===== src/rtl/h_mux4_way16_pkg.sv =====
// Shared definitions for the h_mux4_way16 4:1 word multiplexer.
package h_mux4_way16_pkg;

    localparam int unsigned WIDTH_DEF = 16;

    typedef logic [1:0] sel_t;

    localparam sel_t SEL_A = 2'd0;
    localparam sel_t SEL_B = 2'd1;
    localparam sel_t SEL_C = 2'd2;
    localparam sel_t SEL_D = 2'd3;

endpackage


===== src/rtl/h_mux4_way16_if.sv =====
// Bus bundle for h_mux4_way16: four data words, select and valid in,
// selected word, select echo and valid out.
interface h_mux4_way16_if
    import h_mux4_way16_pkg::*;
#(
    parameter int unsigned WIDTH = WIDTH_DEF
);

    logic [WIDTH-1:0] a;
    logic [WIDTH-1:0] b;
    logic [WIDTH-1:0] c;
    logic [WIDTH-1:0] d;
    sel_t             sel;
    logic             in_valid;
    logic [WIDTH-1:0] out;
    logic             out_valid;
    sel_t             out_sel;

    modport master (
        output a, b, c, d, sel, in_valid,
        input  out, out_valid, out_sel
    );

    modport slave (
        input  a, b, c, d, sel, in_valid,
        output out, out_valid, out_sel
    );

endinterface


===== src/rtl/h_mux4_way16_core.sv =====
// Pure combinational 4:1 word selector shared by both build modes.
module h_mux4_core
    import h_mux4_way16_pkg::*;
#(
    parameter int unsigned WIDTH = WIDTH_DEF
) (
    input  logic [WIDTH-1:0] a_i,
    input  logic [WIDTH-1:0] b_i,
    input  logic [WIDTH-1:0] c_i,
    input  logic [WIDTH-1:0] d_i,
    input  sel_t             sel_i,
    output logic [WIDTH-1:0] y_o
);

    // Every 2-bit code maps to one input; the word passes through untouched.
    always_comb begin
        y_o = a_i;
        case (sel_i)
            SEL_A: y_o = a_i;
            SEL_B: y_o = b_i;
            SEL_C: y_o = c_i;
            SEL_D: y_o = d_i;
        endcase
    end

endmodule


===== src/rtl/h_mux4_way16.sv =====
// h_mux4_way16: 4:1 WIDTH-bit multiplexer with optional output register.
// Build option: define H_MUX4_WAY16_REG_OUT_EN for the registered
// (one-cycle latency) variant; otherwise the block is purely combinational
// and rst_n only forces out_valid low.
module h_mux4_way16
    import h_mux4_way16_pkg::*;
#(
    parameter int unsigned WIDTH = WIDTH_DEF
) (
    input logic          clk,
    input logic          rst_n,
    h_mux4_way16_if.slave bus
);

    logic [WIDTH-1:0] sel_word;

    h_mux4_core #(
        .WIDTH(WIDTH)
    ) u_core (
        .a_i   (bus.a),
        .b_i   (bus.b),
        .c_i   (bus.c),
        .d_i   (bus.d),
        .sel_i (bus.sel),
        .y_o   (sel_word)
    );

`ifdef H_MUX4_WAY16_REG_OUT_EN

    logic [WIDTH-1:0] out_q, out_d;
    sel_t             sel_q, sel_d;
    logic             valid_q, valid_d;

    // Load a new selection on a valid cycle; otherwise hold data, drop valid.
    always_comb begin
        out_d   = out_q;
        sel_d   = sel_q;
        valid_d = 1'b0;
        if (bus.in_valid) begin
            out_d   = sel_word;
            sel_d   = bus.sel;
            valid_d = 1'b1;
        end
    end

    // Output register with asynchronous clear.
    always_ff @(posedge clk or negedge rst_n) begin
        if (!rst_n) begin
            out_q   <= '0;
            sel_q   <= SEL_A;
            valid_q <= 1'b0;
        end else begin
            out_q   <= out_d;
            sel_q   <= sel_d;
            valid_q <= valid_d;
        end
    end

    assign bus.out       = out_q;
    assign bus.out_sel   = sel_q;
    assign bus.out_valid = valid_q;

`else

    // Clock is part of the port list only so both builds stay drop-in.
    logic unused_clk;
    assign unused_clk = clk;

    assign bus.out       = sel_word;
    assign bus.out_sel   = bus.sel;
    assign bus.out_valid = bus.in_valid & rst_n;

`endif

endmodule


===== src/flat_wrapper.sv =====
// flat-port wrapper written by rule: the top's interface ports become plain ports
module h_mux4_way16_flat import h_mux4_way16_pkg::*;
#(
    parameter int unsigned WIDTH = WIDTH_DEF
)
  (clk, rst_n, bus_a, bus_b, bus_c, bus_d, bus_sel, bus_in_valid, bus_out, bus_out_valid, bus_out_sel);
  h_mux4_way16_if #(.WIDTH(WIDTH)) bus_i ();
  input logic clk;
  input logic rst_n;
  input wire logic [$bits(bus_i.a)-1:0] bus_a;
  input wire logic [$bits(bus_i.b)-1:0] bus_b;
  input wire logic [$bits(bus_i.c)-1:0] bus_c;
  input wire logic [$bits(bus_i.d)-1:0] bus_d;
  input wire logic [$bits(bus_i.sel)-1:0] bus_sel;
  input wire logic [$bits(bus_i.in_valid)-1:0] bus_in_valid;
  output wire logic [$bits(bus_i.out)-1:0] bus_out;
  output wire logic [$bits(bus_i.out_valid)-1:0] bus_out_valid;
  output wire logic [$bits(bus_i.out_sel)-1:0] bus_out_sel;
  assign bus_i.a = bus_a;
  assign bus_i.b = bus_b;
  assign bus_i.c = bus_c;
  assign bus_i.d = bus_d;
  assign bus_i.sel = bus_sel;
  assign bus_i.in_valid = bus_in_valid;
  assign bus_out = bus_i.out;
  assign bus_out_valid = bus_i.out_valid;
  assign bus_out_sel = bus_i.out_sel;
  h_mux4_way16 #(.WIDTH(WIDTH)) u_core (.clk(clk), .rst_n(rst_n), .bus(bus_i));
endmodule

===== config.mk =====
export PLATFORM = sky130hd
export DESIGN_NAME = h_mux4_way16_flat
export DESIGN_NICKNAME = d
export VERILOG_FILES = /design/src/rtl/h_mux4_way16_pkg.sv /design/src/rtl/h_mux4_way16_if.sv /design/src/rtl/h_mux4_way16_core.sv /design/src/rtl/h_mux4_way16.sv /design/src/flat_wrapper.sv
export SDC_FILE = /design/constraint.sdc
export NUM_CORES = 1
export LEC_CHECK = 0
export BUFFER_PORTS_ARGS = -buffer_cell sky130_fd_sc_hd__buf_4
export CELL_PAD_IN_SITES_DETAIL_PLACEMENT = 0
export CELL_PAD_IN_SITES_GLOBAL_PLACEMENT = 1
export CORE_ASPECT_RATIO = 0.8
export CORE_MARGIN = 4
export CORE_UTILIZATION = 14
export DETAILED_ROUTE_END_ITERATION = 16
export GPL_TIMING_DRIVEN = 0
export PLACE_DENSITY_LB_ADDON = 0.1
export RECOVER_POWER = 25
export SLEW_MARGIN = 20
export SYNTH_ARGS = -nofsm -noshare
export SYNTH_HDL_FRONTEND = slang
export SYNTH_HIERARCHICAL = 1
export SYNTH_SLANG_ARGS = --single-unit

===== constraint.sdc =====
create_clock -name vclk -period 1.3
set_input_delay 0.26 -clock vclk [all_inputs]
set_output_delay 0.26 -clock vclk [all_outputs]
set_load 0.05 [all_outputs]

# --- Yosys cells after proc, flatten, opt, wreduce, memory -nomap -nowiden ---
# Index checks and enable logic that the tools add are counted.
# W data, S select, Z words.
classes:
  n_eq_ne: 3
  muxes: 1
  bitwise_logic: 1
  n_reduce_logical: 1
ops:
  columns: ["cell", "count"]
  rows:
  - ["$pmux W16 S4", 1]
  - ["$eq A2 B2 Y1 const B", 2]
  - ["$eq A2 B1 Y1 const B", 1]
  - ["$logic_not A2 Y1", 1]
  - ["$and A1 B1 Y1", 1]
word_totals:
  register_bits: 0
  in_bits: 69
  output_inout_bits: 19
  word_cells: 6

# --- Logic depth before layout (Yosys ltp) ---
logic_depth:
  depth_word: 2
  depth_mapped: 3
  depth_no_buf: 1

# --- Hierarchy ---
# Netlist, hierarchy kept.
by_module_without_submodules:
  columns: ["module", "instances", "cells_per_inst", "area_per_inst_um2", "seq_area_each_um2"]
  rows:
  - ["h_mux4_core", 1, 20, 424.2, 0.0]
  - ["h_mux4_way16", 1, 3, 21.3, 0.0]

# --- Least setup slack after synthesis ---
# No wires, ideal clock.
synth_path:
  kind: "input to output"
  startpoint: "in bus_sel[0]"
  endpoint: "out bus_out[0]"
  arrival_ps: 1176
  required_ps: 1040
  setup_slack_ps: -136
  cell_stages: 2
  path_buffers: 1
  cell_sequence: "buf_6 -> mux4_1"
synth_via:
  elab_chain_len: 2
  word_cells_on_any_way: 5
  classes_between: "eq/ne: 3; mux: 1; reduce/logical: 1"
synth_lines:
  columns: ["element", "line_no", "rtl"]
  rows:
  - ["start, declared", "flat_wrapper.sv:14", "input wire logic [$bits(bus_i.sel)-1:0] bus_sel;"]
  - ["$eq A2 B2 Y1, or another cell as far along", "h_mux4_way16_core.sv:18", "case (sel_i)"]
  - ["$pmux W16 S4 *", "h_mux4_way16_core.sv:18", null]
  - ["end, declared", "flat_wrapper.sv:16", "output wire logic [$bits(bus_i.out)-1:0] bus_out;"]
# Every way passes the cells marked *; elsewhere a longest branch is shown, timed or not.

# --- Final worst setup path ---
layout_path:
  startpoint: "in bus_sel[0]"
  endpoint: "out bus_out[2]"
# Same word-level chain as after synthesis.

==> summary.txt <==
Routing
  • 1st-iter DRT viols: 13
  • Detailed Route WL: 2080 microns
  • Vias per cell: 4.15
  • Wire per inst: 13.9 microns
  • DR pass1 iterations: 4
  • Vias: 623
  • Antenna viol nets, final: 0
  • Remaining DRCs: 0

Power and ir drop
  • Peak VDD IR: 146 uV
  • PD cells: 512 nW/um^2
  • Leak: 0.608 nW

Critical path
  • CP cell instances: buf_12, buf_16, mux4_2, buf_8
  • Critical path type: input port to primary output
  • Crit end category: primary output
  • Critical path data arrival time: 1.17 ns
  • CP startpoint kind: input port
  • Worst EP required: 1.04 ns
  • Peak per-stage delay on the critical path: 0.51 ns
  • CP max FO: 8
  • Slowest-stage cell, CP: mux4_2

Timing
  • Hold WS: 0.776 ns
  • Setup ws final: -0.135 ns
  • Fin. max-slew vios: 0
  • Slew HR: 61.1%
  • RSZ-0062 raised after global routing: true
  • Fmax: 0.697 GHz
  • Final period util: 110%
  • Final-report setup violation count: 16
  • Tightest Pin Transition: 0.586 ns
  • Hold violation total from the final report: 0
  • Period minus WS final: 1.43 ns

Die
  • # IOs: 88
  • # rows: 18
  • Die H: 58.5 microns
  • Initial core utilization: 14.5%
  • Die Width: 71.1 microns
  • CORE AREA: 3060 sq um
  • Die area: 4150 sq um

Yosys
  • Mapped Cells: 23
  • Syn Std Cell Area: 445 sq um
  • Synthesized net count: 92
  • Sequential area share after synthesis: 0%
  • Largest cells by area after synthesis: mux4_2 (51%), mux4_1 (35%), buf_12 (4.5%), buf_4 (3.4%), buf_6 (2.5%)
  • Yosys cell types: 7
  • Yosys top cell by area: mux4_2
  • Mean Syn Cell Area: 19.4 sq um
  • Synthesis warning total: 6
  • Synth top area share: 50.6%

Min path
  • Hold WC Path Type: input port to primary output

Layout
  • Layout cell share with drive strength beyond 1: 93.6%
  • Antenna cell count: 0
  • Final std cells w/o fill: 150
  • Clock buffers: 0
  • Layout area overhead: 178%
  • FF/Latch Area: 0 sq um
  • Fillers: 321
  • Area of the multi-input gates: 385 sq um
  • Num sequential: 0
  • Nets@finish: 181

GRT
  • Initial antenna violation count: 0
  • Total congestion overflow: 0
  • First-pass GRT wire length: 3020 microns
  • Vias in the first global route: 694
  • Largest net degree at the start of global routing: 11
  • GRT Total Usage: 8.83%

Placement
  • PortBufs: 85
  • Placed cell count: 148
  • Placer Congestion: 0.660
  • Post-place setup slack: -0.243 ns

Clock tree
  • CTS Hold Bufs: 0

Outcome
  • Status: finished, violations left
  • Failing checks: setup timing

Run
  • Max cap viols: 0
-- placed cells by master (no fill, tap or decap) --
cell type	n
buf_12	2
mux4_2	11
buf_16	1
buf_8	2
buf_2	1
and2_1	1
buf_6	14
clkbuf_1	1
buf_4	72
mux4_1	5
-- worst max-delay path: cells and delay by family --
family / cells / cell delay (ns)
buffers and inverters: 3 / 0.40
muxes: 1 / 0.51
-- metrics by stage --
stage | instance area (sq um) | TNS, ns | util [%] | power, mW
4_1_cts | 1240 | -1.92 | 40.4 | 0.638
5_1_grt | 1240 | -2.20 | 40.5 | 0.663
3_3_place_gp | 1140 | -2.62 | 37.3 | 0.575
3_5_place_dp | 1140 | -2.83 | 37.3 | 0.580
2_1_floorplan | 454 | -1.76 | - | 0.335
6_report | 1240 | -1.80 | 40.5 | 0.635
-- final cells by class --
class              count  area share, %
multi-input cells     17           31.1
repair buffers        87           59.4
plain buffers          6           5.45
well taps             40           4.04
-- synthesized netlist by cell type --
master,number
and2_1,1
buf_12,1
buf_4,2
buf_2,2
mux4_2,10
mux4_1,6
buf_6,1
-- metal layers --
metal | up-vias | global-route usage, % | wire (microns)
met5 | - | 0 | 0
met4 | 0 | 0 | 0
met3 | 0 | 2.22 | 216
met2 | 35 | 16.6 | 1140
met1 | 298 | 10.9 | 724
li1 | 290 | - | -
-- power by group --
part	leakage, nW	switching, mW	total (mW)	internal, mW
registers	0	0	0	0
logic	0.608	0.301	0.635	0.334
clock network	0	0	0	0
total	0.608	0.301	0.635	0.334
-- what timing repair did --
item                       in CTS  in global routing
buffers inserted                0                  1
setup endpoints to repair      16                 16
gates cloned                    1                  0
resized for setup              19                  2
hold endpoints to repair        0                  0
-- final timing paths --
kind / from / cells after the start / slack, ns / endpoint
worst max-delay path: bus_sel[0] / 4 / -0.13 / bus_out[2]
worst min-delay path: bus_sel[0] / 2 / 0.78 / bus_out_sel[0]
-- logic make-up after synthesis --
family	count (synthesis)	share of synthesized area [%]
buffers and inverters	6	12.6
and+or+nand+nor	1	1.41
muxes	16	86.0
Power figures use the tool's default switching activity.
